## config.mk

```make
export PLATFORM = sky130hd
export DESIGN_NAME = rr_priority_encoder
export DESIGN_NICKNAME = d
export VERILOG_FILES = /design/src/rtl/rr_priority_encoder.sv
export SDC_FILE = /design/constraint.sdc
export NUM_CORES = 1
export LEC_CHECK = 0
export ABC_AREA = 0
export CORE_MARGIN = 5
export CORE_UTILIZATION = 37
export CTS_BUF_LIST = sky130_fd_sc_hd__clkbuf_8 sky130_fd_sc_hd__clkbuf_16
export CTS_CLUSTER_DIAMETER = 80
export DETAILED_ROUTE_END_ITERATION = 7
export HOLD_SLACK_MARGIN = 0.02
export PLACE_DENSITY = 0.72
export SYNTH_ARGS = -nofsm -noshare
export SYNTH_HDL_FRONTEND = slang
export SYNTH_SLANG_ARGS = --single-unit
```

## constraint.sdc

```tcl
create_clock -name clk -period 1.6 [get_ports clk]
set_input_delay 0.32 -clock clk [delete_from_list [all_inputs] [get_ports clk]]
set_output_delay 0.32 -clock clk [all_outputs]
set_load 0.03 [all_outputs]
```

## src/rtl/rr_priority_encoder.sv

```systemverilog
// Registered N-input arbiter/encoder: grants one active request as binary index d and one-hot oh,
// held under valid/ready. Round-robin when RR_PRIORITY_EN is defined, lowest-index-first otherwise.
module rr_priority_encoder #(
  parameter int N = 8
) (
  input  logic                 clk,
  input  logic                 rst_n,
  input  logic [N-1:0]         a,
  input  logic                 ready,
  output logic                 valid,
  output logic [$clog2(N)-1:0] d,
  output logic [N-1:0]         oh
);
  localparam int W = $clog2(N);

  typedef enum logic {S_IDLE, S_HOLD} state_t;

  state_t       r_state;
  logic         r_valid;
  logic [W-1:0] r_d;
  logic [N-1:0] r_oh;

  logic [W-1:0] w_search_base;
  logic [W-1:0] w_win;
  logic         w_hit;
  logic [W:0]   w_sum;

`ifdef RR_PRIORITY_EN
  logic [W-1:0] r_ptr;
  logic [W-1:0] w_next_ptr;

  assign w_next_ptr = (r_d == W'(N - 1)) ? '0 : r_d + W'(1);
  // On a handshake the new winner is searched from the advanced pointer in the same cycle.
  assign w_search_base = (r_state == S_HOLD) ? w_next_ptr : r_ptr;
`else
  assign w_search_base = '0;
`endif

  // Scan from the base upward, wrapping modulo N (not 2^W) so non-power-of-2 N stays in range.
  always_comb begin
    w_hit = 1'b0;
    w_win = '0;
    w_sum = '0;
    for (int k = 0; k < N; k++) begin
      w_sum = {1'b0, w_search_base} + (W+1)'(k);
      if (w_sum >= (W+1)'(N)) begin
        w_sum = w_sum - (W+1)'(N);
      end
      if (!w_hit && a[w_sum[W-1:0]]) begin
        w_hit = 1'b1;
        w_win = w_sum[W-1:0];
      end
    end
  end

  always_ff @(posedge clk) begin
    if (!rst_n) begin
      r_state <= S_IDLE;
      r_valid <= 1'b0;
      r_d     <= '0;
      r_oh    <= '0;
`ifdef RR_PRIORITY_EN
      r_ptr   <= '0;
`endif
    end else begin
      case (r_state)
        S_IDLE: begin
          if (w_hit) begin
            r_state <= S_HOLD;
            r_valid <= 1'b1;
            r_d     <= w_win;
            r_oh    <= N'(1) << w_win;
          end
        end
        S_HOLD: begin
          if (ready) begin
`ifdef RR_PRIORITY_EN
            r_ptr <= w_next_ptr;
`endif
            if (w_hit) begin
              r_valid <= 1'b1;
              r_d     <= w_win;
              r_oh    <= N'(1) << w_win;
            end else begin
              r_state <= S_IDLE;
              r_valid <= 1'b0;
              r_oh    <= '0;
            end
          end
        end
        default: r_state <= S_IDLE;
      endcase
    end
  end

  assign valid = r_valid;
  assign d     = r_d;
  assign oh    = r_oh;

endmodule

```

==> results by group <==
Yosys
  • Post-synth top area share: 0.431
  • Nets in the synthesized netlist: 79
  • Synthesis warning total: 0
  • Fraction of synthesis flops using an asynchronous set or reset pin: 0
  • Sequential share of the synthesized area: 0.431
  • Largest cells by area after synthesis: dfxtp_1 (43%), a22o_1 (5.8%), nand2_1 (5.0%)
  • Post-synthesis sequential element count: 13
  • Most frequently used cell type in the post-synthesis netlist: dfxtp_1
  • Top cell types by occurrence after synthesis: dfxtp_1 (13), nand2_1 (8), nor2_1 (8)
  • Cell count after synthesis: 68
  • Most used flip-flop cell after synthesis: dfxtp_1
  • Count of distinct cell types in the synthesized netlist: 26
  • Cell type with the highest aggregate area in the netlist: dfxtp_1
  • Number of synthesized flops with an enable pin: 0
  • Cell area after synthesis: 604 µm²
  • Synthesized area divided by synthesized cell count: 8.89 µm²

Die
  • Width of the chip: between 50 and 60 µm
  • Vertical die dimension: 50.4 µm
  • I/O pin cnt: 23
  • Total number of placement rows: 14
  • Std-Cell Core Area: 1520 µm²
  • Starting utilization of the core area: 0.397
  • Die area: about 2500 µm²

Layout
  • Final Net Count: 128
  • Final core area utilization: 0.706
  • Syn-to-layout area delta: 78.1%
  • Fraction of final layout cells with drive strength greater than 1: 0.336
  • Design Area, Final: between 1000 and 1500 µm²
  • Number of diodes: 0

Clocking
  • Reg clk slew, reported paths: 0.05 ns
  • Clock tree from TritonCTS: done
  • Number of buffers created by CTS: 3
  • Number of buffers on the longest clock path: 2
  • Clk sink count: 13
  • Cell at the root of the clock tree: clkbuf_8
  • Clock latency reported for the late side of the worst-skew pair: 0.24 ns
  • # H-tree levels: 1

Place
  • Gp weighted congestion: a little over 0.8
  • Count of input and output buffers: 22
  • DPL Wire Length: around 1400 µm
  • Placed cell area: 1010 µm²

Power
  • Worst supply voltage drop on vdd: about 540 µV
  • Leakage: 0.554 nW
  • Total Power: roughly 0.8 mW
  • PwrDens: 742 nW/µm²

Timing
  • Portion of the clock cycle consumed by the worst path in the final layout: 0.981
  • Fmax: 637 MHz
  • Setup violations, final: 0
  • Max Slew Vio Count: 0
  • Final Hold Fails: 0
  • Setup repair after global routing missed its margin: true
  • Tightest Pin Transition: 0.428 ns
  • Worst slack on hold paths: 0.450 ns
  • Total Negative Setup Slacks: 0 ns
  • Layout Skew: 0.00283 ns
  • Normalized max-slew margin: 0.715
  • Shortest period the worst path allows: 1.57 ns

Worst setup path
  • Largest fanout on the critical path: 8
  • Arr. time, crit path: 1.75 ns
  • Worst EP required: about 1.8 ns
  • Type of the setup path with the least slack: primary input to flop
  • Startpoint kind of the worst setup timing path: primary input
  • Sort of element at the end of the critical path: flop

Drt
  • Total number of vias: about 700
  • Detailed-route wire length: approximately 1800 µm
  • Drt first-iter violations: 13
  • Drt wl/cell: about 14 µm
  • Antenna viol nets, final: 0
  • First-pass DRT Iterations: 6
  • DRC violation count after routing: 0
  • Detail-routed via count per cell: around 5.3

Global routing
  • Initial antenna violation count: 0
  • Vias in the first global route: 687
  • Overall routing resource usage: 0.156
  • Total gr overflow: 0
  • Global-route wire length before repair: between 3000 and 4000 µm
  • Pin count of the biggest net entering global routing: 9

Min path
  • Worst hold path type: primary input to flop

Run
  • Max Cap Viol: 0

Outcome
  • Run status: completed
[cells by family (layout without fill, tap and decap cells)]
logic type             Yosys count  after routing  synth area share
and+or+nand+nor                 29             29             0.263
AOI/OAI and AO/OA               22             22             0.282
DFF                             13             13             0.431
buffers and inverters            4             52            0.0248
[per-layer routing]
metal  wire (µm)  global-route usage  vias up
li1            -                   -      350
met1         819               0.204      324
met2         889               0.245       17
met3          78              0.0266        4
met4          34              0.0766        0
met5           0                   0        -
[where the power goes]
| part | switching (mW) | leakage (nW) | internal (mW) | total (mW) |
|---|---|---|---|---|
| Combinational | 0.0853 | 0.421 | 0.0893 | 0.175 |
| Clock | 0.112 | 0.0269 | 0.169 | 0.281 |
| Sequential | 0.00680 | 0.106 | 0.336 | 0.343 |
[layout make-up]
class | instances | area, µm²
clock buffers | 3 | 41.3
clock inverters | 1 | 3.75
fillers | 129 | 448
inverters | 4 | 15.0
multi-input cells | 51 | 349
flip-flops and latches | 13 | 260
well taps | 16 | 20.0
repair buffers | 44 | 387
[through the flow]
| step | cells | worst slack [ns] |
|---|---|---|
| after floorplan | 68 | -0.0281 |
| after global placement | 127 | -0.577 |
| after detailed placement | 127 | -0.616 |
| after CTS | 131 | -0.00191 |
| after global routing | 132 | -0.0391 |
| final | 132 | 0.0307 |
[critical path, cell delays in order]
cell     delay [ns]
buf_6          0.09
or4_4          0.52
or3_4          0.39
a21oi_4        0.25
a22o_1         0.18
[path summary, 6_finish.rpt]
path / start / endpoint / cells after the start / slack [ns]
max: a[7] / oh[4] / 5 / 0.03
min: a[0] / oh[0] / 3 / 0.45
max reg2reg: r_state / oh[4] / 4 / 0.36
min reg2reg: d[1] / d[1] / 2 / 0.46
[cells in the final DEF (no fill, tap or decap), drive strengths merged, types with 2 or more instances in the layout]
cell           netlist  final
inv                  4      5
or4                  2      2
clkbuf               0      3
buf                  0     28
a21oi                6      6
o21ai                3      3
nand2                8      8
dfxtp               13     13
clkdlybuf4s15        0      2
a22o                 4      4
nand2b               2      2
and4b                2      2
nor2                 8      8
clkdlybuf4s50        0      9
nor4                 2      2
dlymetal6s2s         0      5
a32o                 2      2
[what timing repair did]
item                                    CTS  global route
endpoints found under the setup margin   11            13
resized for setup                        30             9
setup buffers                             0             1
hold buffers                              0             0
pin swaps                                 6             5
[flip-flops by register name (all words and copies together) (netlist names)]
| name | flops |
|---|---|
| valid | 1 |
| r_state | 1 |
| d | 3 |
| oh | 8 |
Power figures use the tool's default switching activity.
